--- src/rtl/cpu65xx_seq_alu_pkg.sv ---
// Shared encodings and payload types for the multi-cycle 65xx arithmetic unit.
package cpu65xx_seq_alu_pkg;

  localparam int unsigned SEQ_OP_W  = 2;
  localparam int unsigned SEQ_MAX_W = 32;

  typedef enum logic [SEQ_OP_W-1:0] {
    SEQ_OP_ADD = 2'd0,
    SEQ_OP_SUB = 2'd1,
    SEQ_OP_MUL = 2'd2,
    SEQ_OP_DIV = 2'd3
  } seq_op_e;

  typedef enum logic [1:0] {
    ST_IDLE = 2'd0,
    ST_ITER = 2'd1,
    ST_DONE = 2'd2
  } seq_state_e;

  typedef struct packed {
    logic carry;
    logic overflow;
    logic zero;
    logic negative;
    logic div_by_zero;
  } seq_flags_t;

  // Response payload sized for the widest configuration; narrower units zero-extend.
  typedef struct packed {
    logic [SEQ_MAX_W-1:0] res_lo;
    logic [SEQ_MAX_W-1:0] res_hi;
    seq_flags_t           flags;
  } seq_rsp_t;

endpackage

--- src/rtl/cpu65xx_seq_alu_if.sv ---
// Request/response port bundle between the microcode sequencer and the unit.
interface cpu65xx_seq_alu_if
  import cpu65xx_seq_alu_pkg::*;
#(
  parameter int unsigned WIDTH = 8
);
  logic                inValid;
  logic                inReady;
  logic [SEQ_OP_W-1:0] op;
  logic [WIDTH-1:0]    operandA;
  logic [WIDTH-1:0]    operandB;
  logic                carryIn;
  logic                decimalMode;
  logic                outValid;
  logic                outReady;
  logic [WIDTH-1:0]    resultLo;
  logic [WIDTH-1:0]    resultHi;
  logic                carryOut;
  logic                overflowOut;
  logic                zero;
  logic                negative;
  logic                divByZero;

  modport master (
    output inValid, op, operandA, operandB, carryIn, decimalMode, outReady,
    input  inReady, outValid, resultLo, resultHi, carryOut, overflowOut, zero, negative, divByZero
  );

  modport slave (
    input  inValid, op, operandA, operandB, carryIn, decimalMode, outReady,
    output inReady, outValid, resultLo, resultHi, carryOut, overflowOut, zero, negative, divByZero
  );
endinterface

--- src/rtl/cpu65xx_bcd_adder.sv ---
// Combinational N-digit binary/BCD adder; subtraction expects B already inverted.
module cpu65xx_bcd_adder #(
  parameter int unsigned DIGITS = 2
) (
  input  logic [4*DIGITS-1:0] a,
  input  logic [4*DIGITS-1:0] b,
  input  logic                carry_in,
  input  logic                decimal,
  input  logic                subtract,
  output logic [4*DIGITS-1:0] sum,
  output logic                carry_out,
  output logic                overflow
);
  localparam int unsigned W = 4 * DIGITS;

  logic [W:0]   bin_full;
  logic [W-1:0] dec_sum;
  logic         dec_carry;

  assign bin_full = {1'b0, a} + {1'b0, b} + {{W{1'b0}}, carry_in};

  // Decimal digit chain: +6 on add overflow past 9, +10 (mod 16) on subtract borrow.
  always_comb begin
    logic [4:0] raw;
    logic       c;
    dec_sum = '0;
    raw     = '0;
    c       = carry_in;
    for (int unsigned i = 0; i < DIGITS; i++) begin
      raw = {1'b0, a[4*i +: 4]} + {1'b0, b[4*i +: 4]} + {4'd0, c};
      if (subtract) begin
        c = raw[4];
        dec_sum[4*i +: 4] = c ? raw[3:0] : 4'(raw[3:0] + 4'd10);
      end else if (raw > 5'd9) begin
        c = 1'b1;
        dec_sum[4*i +: 4] = 4'(raw[3:0] + 4'd6);
      end else begin
        c = 1'b0;
        dec_sum[4*i +: 4] = raw[3:0];
      end
    end
    dec_carry = c;
  end

  assign sum       = decimal ? dec_sum : bin_full[W-1:0];
  assign carry_out = decimal ? dec_carry : bin_full[W];
  // V follows the binary sum in both modes, as on NMOS 6502 parts.
  assign overflow  = (a[W-1] == b[W-1]) && (bin_full[W-1] != a[W-1]);
endmodule

--- src/rtl/cpu65xx_seq_alu.sv ---
// Multi-cycle add/sub (binary or BCD), shift-add multiply and restoring divide.
module cpu65xx_seq_alu
  import cpu65xx_seq_alu_pkg::*;
#(
  parameter int unsigned WIDTH = 8
) (
  input logic              clk,
  input logic              resetN,
  cpu65xx_seq_alu_if.slave bus
);
  localparam int unsigned CNT_W  = $clog2(WIDTH) + 1;
  localparam int unsigned DIGITS = WIDTH / 4;

  seq_state_e       state_q, state_d;
  seq_op_e          op_q, op_d;
  logic [WIDTH-1:0] opnd_q, opnd_d;
  logic [WIDTH-1:0] acc_q, acc_d;
  logic [WIDTH-1:0] lo_q, lo_d;
  logic [CNT_W-1:0] cnt_q, cnt_d;
  logic             in_ready_q, in_ready_d;
  logic             out_valid_q, out_valid_d;
  logic [WIDTH-1:0] res_lo_q, res_lo_d;
  logic [WIDTH-1:0] res_hi_q, res_hi_d;
  seq_flags_t       flags_q, flags_d;

  seq_op_e          req_op;
  logic [WIDTH-1:0] add_b;
  logic [WIDTH-1:0] add_sum;
  logic             add_c;
  logic             add_v;

  assign req_op = seq_op_e'(bus.op);
  assign add_b  = (req_op == SEQ_OP_SUB) ? ~bus.operandB : bus.operandB;

  cpu65xx_bcd_adder #(
    .DIGITS (DIGITS)
  ) u_bcd_adder (
    .a         (bus.operandA),
    .b         (add_b),
    .carry_in  (bus.carryIn),
    .decimal   (bus.decimalMode),
    .subtract  (req_op == SEQ_OP_SUB),
    .sum       (add_sum),
    .carry_out (add_c),
    .overflow  (add_v)
  );

  logic [WIDTH:0] div_shift;
  logic [WIDTH:0] it_a;
  logic [WIDTH:0] it_b;
  logic [WIDTH:0] it_sum;
  logic           it_ci;

  // Shared iteration adder: partial-product add for MUL, trial subtract for DIV.
  always_comb begin
    div_shift = {acc_q, lo_q[WIDTH-1]};
    if (op_q == SEQ_OP_MUL) begin
      it_a  = {1'b0, acc_q};
      it_b  = lo_q[0] ? {1'b0, opnd_q} : '0;
      it_ci = 1'b0;
    end else begin
      it_a  = div_shift;
      it_b  = ~{1'b0, opnd_q};
      it_ci = 1'b1;
    end
    it_sum = it_a + it_b + {{WIDTH{1'b0}}, it_ci};
  end

  // Next-state and datapath: capture on accept, iterate, then hold the response.
  always_comb begin
    state_d  = state_q;
    op_d     = op_q;
    opnd_d   = opnd_q;
    acc_d    = acc_q;
    lo_d     = lo_q;
    cnt_d    = cnt_q;
    res_lo_d = res_lo_q;
    res_hi_d = res_hi_q;
    flags_d  = flags_q;

    case (state_q)
      ST_IDLE: begin
        if (bus.inValid && in_ready_q) begin
          op_d    = req_op;
          flags_d = '0;
          case (req_op)
            SEQ_OP_ADD, SEQ_OP_SUB: begin
              res_lo_d         = add_sum;
              res_hi_d         = '0;
              flags_d.carry    = add_c;
              flags_d.overflow = add_v;
              flags_d.zero     = ~|add_sum;
              flags_d.negative = add_sum[WIDTH-1];
              state_d          = ST_DONE;
            end
            SEQ_OP_MUL: begin
              opnd_d  = bus.operandA;
              lo_d    = bus.operandB;
              acc_d   = '0;
              cnt_d   = CNT_W'(WIDTH - 1);
              state_d = ST_ITER;
            end
            default: begin
              if (bus.operandB == '0) begin
                res_lo_d            = '1;
                res_hi_d            = bus.operandA;
                flags_d.negative    = 1'b1;
                flags_d.div_by_zero = 1'b1;
                state_d             = ST_DONE;
              end else begin
                opnd_d  = bus.operandB;
                lo_d    = bus.operandA;
                acc_d   = '0;
                cnt_d   = CNT_W'(WIDTH - 1);
                state_d = ST_ITER;
              end
            end
          endcase
        end
      end

      ST_ITER: begin
        if (op_q == SEQ_OP_MUL) begin
          acc_d = it_sum[WIDTH:1];
          lo_d  = {it_sum[0], lo_q[WIDTH-1:1]};
        end else if (!it_sum[WIDTH]) begin
          acc_d = it_sum[WIDTH-1:0];
          lo_d  = {lo_q[WIDTH-2:0], 1'b1};
        end else begin
          acc_d = div_shift[WIDTH-1:0];
          lo_d  = {lo_q[WIDTH-2:0], 1'b0};
        end
        if (cnt_q == '0) begin
          state_d  = ST_DONE;
          res_lo_d = lo_d;
          res_hi_d = acc_d;
          flags_d  = '0;
          if (op_q == SEQ_OP_MUL) begin
            flags_d.overflow = |acc_d;
            flags_d.zero     = ~|{acc_d, lo_d};
            flags_d.negative = acc_d[WIDTH-1];
          end else begin
            flags_d.zero     = ~|lo_d;
            flags_d.negative = lo_d[WIDTH-1];
          end
        end else begin
          cnt_d = cnt_q - CNT_W'(1);
        end
      end

      ST_DONE: begin
        if (bus.outReady) state_d = ST_IDLE;
      end

      default: state_d = ST_IDLE;
    endcase

    in_ready_d  = (state_d == ST_IDLE);
    out_valid_d = (state_d == ST_DONE);
  end

  // State and output registers with synchronous active-low reset.
  always_ff @(posedge clk) begin
    if (!resetN) begin
      state_q     <= ST_IDLE;
      op_q        <= SEQ_OP_ADD;
      opnd_q      <= '0;
      acc_q       <= '0;
      lo_q        <= '0;
      cnt_q       <= '0;
      in_ready_q  <= 1'b0;
      out_valid_q <= 1'b0;
      res_lo_q    <= '0;
      res_hi_q    <= '0;
      flags_q     <= '0;
    end else begin
      state_q     <= state_d;
      op_q        <= op_d;
      opnd_q      <= opnd_d;
      acc_q       <= acc_d;
      lo_q        <= lo_d;
      cnt_q       <= cnt_d;
      in_ready_q  <= in_ready_d;
      out_valid_q <= out_valid_d;
      res_lo_q    <= res_lo_d;
      res_hi_q    <= res_hi_d;
      flags_q     <= flags_d;
    end
  end

  assign bus.inReady     = in_ready_q;
  assign bus.outValid    = out_valid_q;
  assign bus.resultLo    = res_lo_q;
  assign bus.resultHi    = res_hi_q;
  assign bus.carryOut    = flags_q.carry;
  assign bus.overflowOut = flags_q.overflow;
  assign bus.zero        = flags_q.zero;
  assign bus.negative    = flags_q.negative;
  assign bus.divByZero   = flags_q.div_by_zero;
endmodule

--- src/flat_wrapper.sv ---
// flat-port wrapper written by rule: the top's interface ports become plain ports
module cpu65xx_seq_alu_flat import cpu65xx_seq_alu_pkg::*;
#(
  parameter int unsigned WIDTH = 8
)
  (clk, resetN, bus_inValid, bus_op, bus_operandA, bus_operandB, bus_carryIn, bus_decimalMode, bus_outReady, bus_inReady, bus_outValid, bus_resultLo, bus_resultHi, bus_carryOut, bus_overflowOut, bus_zero, bus_negative, bus_divByZero);
  cpu65xx_seq_alu_if #(.WIDTH(WIDTH)) bus_i ();
  input logic clk;
  input logic resetN;
  input wire logic [$bits(bus_i.inValid)-1:0] bus_inValid;
  input wire logic [$bits(bus_i.op)-1:0] bus_op;
  input wire logic [$bits(bus_i.operandA)-1:0] bus_operandA;
  input wire logic [$bits(bus_i.operandB)-1:0] bus_operandB;
  input wire logic [$bits(bus_i.carryIn)-1:0] bus_carryIn;
  input wire logic [$bits(bus_i.decimalMode)-1:0] bus_decimalMode;
  input wire logic [$bits(bus_i.outReady)-1:0] bus_outReady;
  output wire logic [$bits(bus_i.inReady)-1:0] bus_inReady;
  output wire logic [$bits(bus_i.outValid)-1:0] bus_outValid;
  output wire logic [$bits(bus_i.resultLo)-1:0] bus_resultLo;
  output wire logic [$bits(bus_i.resultHi)-1:0] bus_resultHi;
  output wire logic [$bits(bus_i.carryOut)-1:0] bus_carryOut;
  output wire logic [$bits(bus_i.overflowOut)-1:0] bus_overflowOut;
  output wire logic [$bits(bus_i.zero)-1:0] bus_zero;
  output wire logic [$bits(bus_i.negative)-1:0] bus_negative;
  output wire logic [$bits(bus_i.divByZero)-1:0] bus_divByZero;
  assign bus_i.inValid = bus_inValid;
  assign bus_i.op = bus_op;
  assign bus_i.operandA = bus_operandA;
  assign bus_i.operandB = bus_operandB;
  assign bus_i.carryIn = bus_carryIn;
  assign bus_i.decimalMode = bus_decimalMode;
  assign bus_i.outReady = bus_outReady;
  assign bus_inReady = bus_i.inReady;
  assign bus_outValid = bus_i.outValid;
  assign bus_resultLo = bus_i.resultLo;
  assign bus_resultHi = bus_i.resultHi;
  assign bus_carryOut = bus_i.carryOut;
  assign bus_overflowOut = bus_i.overflowOut;
  assign bus_zero = bus_i.zero;
  assign bus_negative = bus_i.negative;
  assign bus_divByZero = bus_i.divByZero;
  cpu65xx_seq_alu #(.WIDTH(WIDTH)) u_core (.clk(clk), .resetN(resetN), .bus(bus_i));
endmodule
--- config.mk ---
export PLATFORM = sky130hd
export DESIGN_NAME = cpu65xx_seq_alu_flat
export DESIGN_NICKNAME = d
export VERILOG_FILES = /design/src/rtl/cpu65xx_seq_alu_pkg.sv /design/src/rtl/cpu65xx_seq_alu_if.sv /design/src/rtl/cpu65xx_bcd_adder.sv /design/src/rtl/cpu65xx_seq_alu.sv /design/src/flat_wrapper.sv
export SDC_FILE = /design/constraint.sdc
export NUM_CORES = 1
export LEC_CHECK = 0
export BUFFER_PORTS_ARGS = -buffer_cell sky130_fd_sc_hd__buf_4
export CORE_MARGIN = 1
export CORE_UTILIZATION = 50
export CTS_CLUSTER_DIAMETER = 40
export CTS_CLUSTER_SIZE = 10
export DETAILED_ROUTE_END_ITERATION = 10
export HOLD_SLACK_MARGIN = 0.05
export PLACE_DENSITY = 0.72
export SKIP_CTS_REPAIR_TIMING = 1
export SYNTH_ARGS = -nofsm -noshare
export SYNTH_HDL_FRONTEND = slang
export SYNTH_HIERARCHICAL = 1
export SYNTH_SLANG_ARGS = --single-unit
--- constraint.sdc ---
create_clock -name clk -period 5.6 [get_ports clk]
set_input_delay 0.84 -clock clk [delete_from_list [all_inputs] [get_ports clk]]
set_output_delay 0.84 -clock clk [all_outputs]
set_load 0.02 [all_outputs]
# == Yosys cells after proc, flatten, opt, wreduce, memory -nomap -nowiden ==
# Cells that the tools add are included.
# word_totals
register_bits,55
inputBits,24
elab_cells,135
output_inout_bits,23
# op_classes
n_reduce_logical,23
eq_ne,16
n_addsub,13
mux,63
n_bitwise,3
order_cmp,2
# op_table
operator,n
8-bit two-way mux,19
8-bit case mux with 2 select lines,9
4-bit two-way mux,9
8-bit OR reduction,3
9-bit by 1-bit adder with 9-bit output,2
9-bit two-way mux,2
4-bit case mux with 2 select lines,2
16-bit OR reduction,1
2-bit two-way mux,6
4-bit by 4-bit adder with 5-bit output,2
5-bit by 1-bit adder with 5-bit output,2
5-bit by 4-bit > comparator with 1-bit output (second input constant),2
5-bit two-way mux,2
5-bit case mux with 2 select lines,1
5-bit AND reduction,2
8-bit by 8-bit adder with 9-bit output,1
9-bit adder,1
1-bit two-way mux,9
8-bit NOT with 9-bit output,1
4-bit by 3-bit adder with 4-bit output (second input constant),2
4-bit adder (second input constant),2
2-bit == test (second input constant),4
8-bit zero test,1
2-bit inequality test (second input constant),4
23 further kinds,31

# == Longest topological paths before layout ==
# depth
ltp_word,17
ltp_mapped,29
mapped_depth_nobuf,27

# == Hierarchy ==
# The synthesis kept the hierarchy.
# modules_own_cells
mod,cells_each,area_each_um2,seq_area_each_um2,instances
cpu65xx_seq_alu,485,3607.2,1101.1,1
cpu65xx_bcd_adder,108,843.3,0.0,1

# == Worst setup path after synthesis ==
# Ideal clock, no wire load.
# synth_timing
path_kind,in2reg
startpoint,input port bus_op[1]
endpoint,"register u_core.flags_q, in the netlist u_core/bus.zero"
n_path_buf,2
stages,29
arrival_ps,6064
setup_time_ps,69
required_time_ps,5531
slack_ps,-533
path_cell_list,clkbuf_1 nand2b_1 clkbuf_1 xnor2_1 fa_1 a21oi_2 xnor2_1 ha_1 a21boi_0 a311oi_2 and2_1 maj3_1 nor2_1 fa_1 inv_1 fa_1 xor2_1 inv_2 ha_1 a22oi_2 nand3_1 a21oi_1 xnor2_1 a21oi_1 nor4_1 nand4_1 nand2_1 nand2_1 o21ai_1
# synth_via
elab_chain_len,17
word_cells_on_any_way,30
cone_classes,add/sub (10); order compare (2); eq/ne (1); mux (13); reduce/logical (4)
# synth_lines
item,line,rtl
start: declaration,flat_wrapper.sv:11,input wire logic [$bits(bus_i.op)-1:0] bus_op;
2-bit by 1-bit == test with 1-bit output *,cpu65xx_seq_alu.sv:33,assign add_b = (req_op == SEQ_OP_SUB) ? ~bus.operandB : bus.operandB;
8-bit two-way mux *,cpu65xx_seq_alu.sv:33,
named net u_core.add_b[0],cpu65xx_seq_alu.sv:27,logic [WIDTH-1:0] add_b;
4-bit by 4-bit adder with 5-bit output,cpu65xx_bcd_adder.sv:30,"raw = {1'b0, a[4*i +: 4]} + {1'b0, b[4*i +: 4]} + {4'd0, c};"
5-bit by 1-bit adder with 5-bit output,cpu65xx_bcd_adder.sv:30,
5-bit by 4-bit > comparator with 1-bit output,cpu65xx_bcd_adder.sv:34,end else if (raw > 5'd9) begin
1-bit two-way mux,cpu65xx_bcd_adder.sv:34,
1-bit two-way mux,cpu65xx_bcd_adder.sv:31,if (subtract) begin
[3 not listed],--,
4-bit two-way mux,cpu65xx_bcd_adder.sv:31,
8-bit two-way mux *,cpu65xx_bcd_adder.sv:45,assign sum = decimal ? dec_sum : bin_full[W-1:0];
named net u_core.add_sum[5],cpu65xx_seq_alu.sv:28,logic [WIDTH-1:0] add_sum;
8-bit OR reduction *,cpu65xx_seq_alu.sv:92,flags_d.zero = ~|add_sum;
1-bit zero test *,cpu65xx_seq_alu.sv:92,
3-bit two-way mux *,cpu65xx_seq_alu.sv:86,case (req_op)
5-bit two-way mux *,cpu65xx_seq_alu.sv:83,if (bus.inValid && in_ready_q) begin
5-bit case mux with 2 select lines *,cpu65xx_seq_alu.sv:81,case (state_q)
end signal: assignment,cpu65xx_seq_alu.sv:187,flags_q <= flags_d;
end: declaration,cpu65xx_seq_alu.sv:24,"seq_flags_t flags_q, flags_d;"
# The timed path passes the listed nets; every way through them passes the cells marked *. The select of a mux whose other input is x is not followed.
# A chain may end at the register's enable or synchronous reset.

# == Worst setup path after layout ==
# Same ends and word-level chain as after synthesis.

==> out/metrics.cfg <==
[grt]
grt_use_total = 0.268
grt_max_degree = 57
antenna_found_initial = 0
grt_pass1_wl_um = 19300
grt_overflow_total = 0
grt_pass1_vias = 4075

[route]
ant_nets = 0
drt_wl_total_um = 12200
drt-pass1-iter-count = 8
num_vias = 4385
post_drt_wl_per_cell_um = 16.6
drc = 1
drtIter0Drc = 321
via_per_inst = 5.98

[die]
fp.dieH_um = 96.3
die_x_um = 96.3
start_util = 0.513
rows = 34
io_pins = 47
die-area_sq_um = 9280
core_area_sq_um = 8680

[sta]
fmax_mhz = 186
finalCritPeriodShare = 0.959
fin_crit_ns = 5.37
relSlewSlack = 0.361
setup_viol = 0
worst_pin_slew_ns = 0.957
clock_skew_ns = 0.00909
slew_violations = 0
finalHoldViolCount = 0

[logic_synthesis]
synth_flop_cell = dfxtp_1
syn_nets = 642
synthTopCellsByArea = dfxtp_1, nand2_1, a21oi_1
seq_area_frac_synth = 0.247
synth.distinct_cells = 73
synth.avg_cell_area_sq_um = 7.51
synth_area_sq_um = 4450
async_flop_share = 0
yosys.area.top_type_share = 0.247
synth-edff-count = 0
ys_warn_count = 6
synth_top_cell_by_area = dfxtp_1
synth_seq_cells = 55
synthCells = 593

[cells_and_area]
instances_no_fill = 733
drive_gt1_frac = 0.174
area_growth_pct = 13.2
post-route-util = 0.581
final_cell_mix = nand2_1, buf_4, dfxtp_1, a21oi_1, nor2_1
nets = 674
final_common_cell = nand2_1
n_antenna_cell = 0

[run]
cap_violations = 0

[worst_hold_path]
hp-start = u_core/bus.resultLo[0]
hold_path.class = reg2reg

[placed_design]
dpl.cell_count = 725
numPortBuffers = 46
place_congestion = 0.944
hpwl_um = 9360

[clock_network]
cts_root_buffer = clkbuf_8
cts_buffers = 5
cts_tree = yes
clk_pin_slew_worst_paths_ns = 0.10
insertion_delay_ns = 0.31
cts_buffer_depth = 2
cts.sinks = 55
htreeDepth = 2

[power_and_ir_drop]
peakVddDrop_v = 0.000163
p_leak_nw = 2.20
seq_power_share = 0.303
comb_power_share = 0.522
switchingPower_mw = 0.602
clockPowerShare = 0.175
p_sw_frac = 0.402
power_density_nw_per_um2 = 297
p_int_mw = 0.894

[critical_path]
cp_max_fo = 4
crit_required_ns = 5.84
cp.arrival_ns = 5.61
cp-start-kind = primary input
worst-setup-path-type = in2reg
r2r-start = u_core/op_q[0]
critPathMaxStageDelay_ns = 0.44
crit_path_start = bus_op[1]
critPathSlowestCell = fa_2
crit_path_end_kind = register
critPathMostFrequentCell = fa_2

[status]
status = finished with violations
violations = DRC

path summary, 6_finish.rpt:
| path | to | slack (ns) | depth (start not counted) |
|---|---|---|---|
| setup reg to reg | u_core/bus.zero | 1.11 | 16 |
| setup / recovery | u_core/bus.zero | 0.23 | 28 |
| hold / removal | u_core/bus.resultLo[0] | 0.49 | 2 |
| hold reg to reg | u_core/bus.resultLo[0] | 0.49 | 2 |
synthesized netlist by cell type, types with 3 or more instances:
cell type	instances
nor2_1	33
inv_1	19
a21oi_2	4
a21boi_1	3
and2_1	8
a211oi_2	3
a21oi_1	54
or3_1	4
and3_1	8
nand3_1	29
nand3b_1	4
a21o_1	9
dfxtp_1	55
xnor2_1	19
nor4_1	3
nor2b_1	21
nand2b_1	12
o211a_1	9
a31oi_1	5
o21ai_1	3
ha_1	20
nand2_1	95
clkbuf_8	4
o21ai_0	22
o21a_1	5
nor3b_1	4
a311oi_1	8
a21boi_0	14
clkbuf_1	28
o31ai_1	4
xor2_1	6
mux2i_1	9
nor3_1	16
fa_1	5
nand4_1	4
power groups by stage:
stage | registers, mW | clock network, mW | logic [mW]
after global routing | 0.458 | 0.278 | 0.855
after CTS | 0.453 | 0.265 | 0.755
final | 0.453 | 0.262 | 0.780
after floorplan | 0.474 | 0 | 0.549
after global placement | 0.461 | 0 | 0.730
after detailed placement | 0.462 | 0 | 0.752
cell families (layout without fill, tap and decap cells):
| logic type | after synthesis | count (layout) | synth area share |
|---|---|---|---|
| XOR/XNOR | 25 | 25 | 0.0492 |
| buffers and inverters | 56 | 88 | 0.0579 |
| multiplexers | 12 | 12 | 0.0287 |
| AND/OR/NAND/NOR | 254 | 254 | 0.281 |
| AO/OA/AOI/OAI | 164 | 164 | 0.253 |
| flip-flops | 55 | 55 | 0.247 |
| adder cells (fa/ha/maj) | 27 | 27 | 0.0835 |
final cells by class:
class	count	area (sq um)
fillers	793	3640
flip-flops and latches	55	1100
well taps	108	135
inverters	21	78.8
clock inverters	2	37.5
clock buffers	5	68.8
repair buffers	60	454
multi-input cells	482	3160
per-layer routing:
layer / up-vias / global-route usage / wire, um
met4: 0 / 0.0846 / 318
met1: 2074 / 0.325 / 5240
met5: - / 0 / 0
li1: 2153 / - / -
met3: 26 / 0.0332 / 558
met2: 132 / 0.488 / 6070
registers in the layout, indices dropped and copies added (netlist names), 2 cells and up:
signal               flops
u_core/opnd_q            8
u_core/op_q              2
u_core/cnt_q             4
u_core/state_q           2
u_core/acc_q             8
u_core/bus.resultLo      8
u_core/lo_q              8
u_core/bus.resultHi      8
critical path: cells and delay by family:
kind / cells / cell delay [ns]
AO/OA/AOI/OAI: 7 / 1.01
buffers and inverters: 3 / 0.22
AND/OR/NAND/NOR: 8 / 1.12
adder cells (fa/ha/maj): 6 / 1.77
XOR/XNOR: 4 / 0.65
through the flow:
step / TNS [ns] / setup WS (ns) / power, mW / hold slack, ns / cell area, sq um
floorplan: 0 / 0.00531 / 1.02 / 0.451 / 4480
global placement: 0 / 0.0562 / 1.19 / 0.453 / 4880
detailed placement: -0.194 / -0.123 / 1.21 / 0.483 / 4880
CTS: 0 / 0.164 / 1.47 / 0.494 / 4990
global route: -0.00450 / -0.00450 / 1.59 / 0.536 / 5040
finish: 0 / 0.232 / 1.50 / 0.487 / 5040
(Power assumes the default switching activity.)
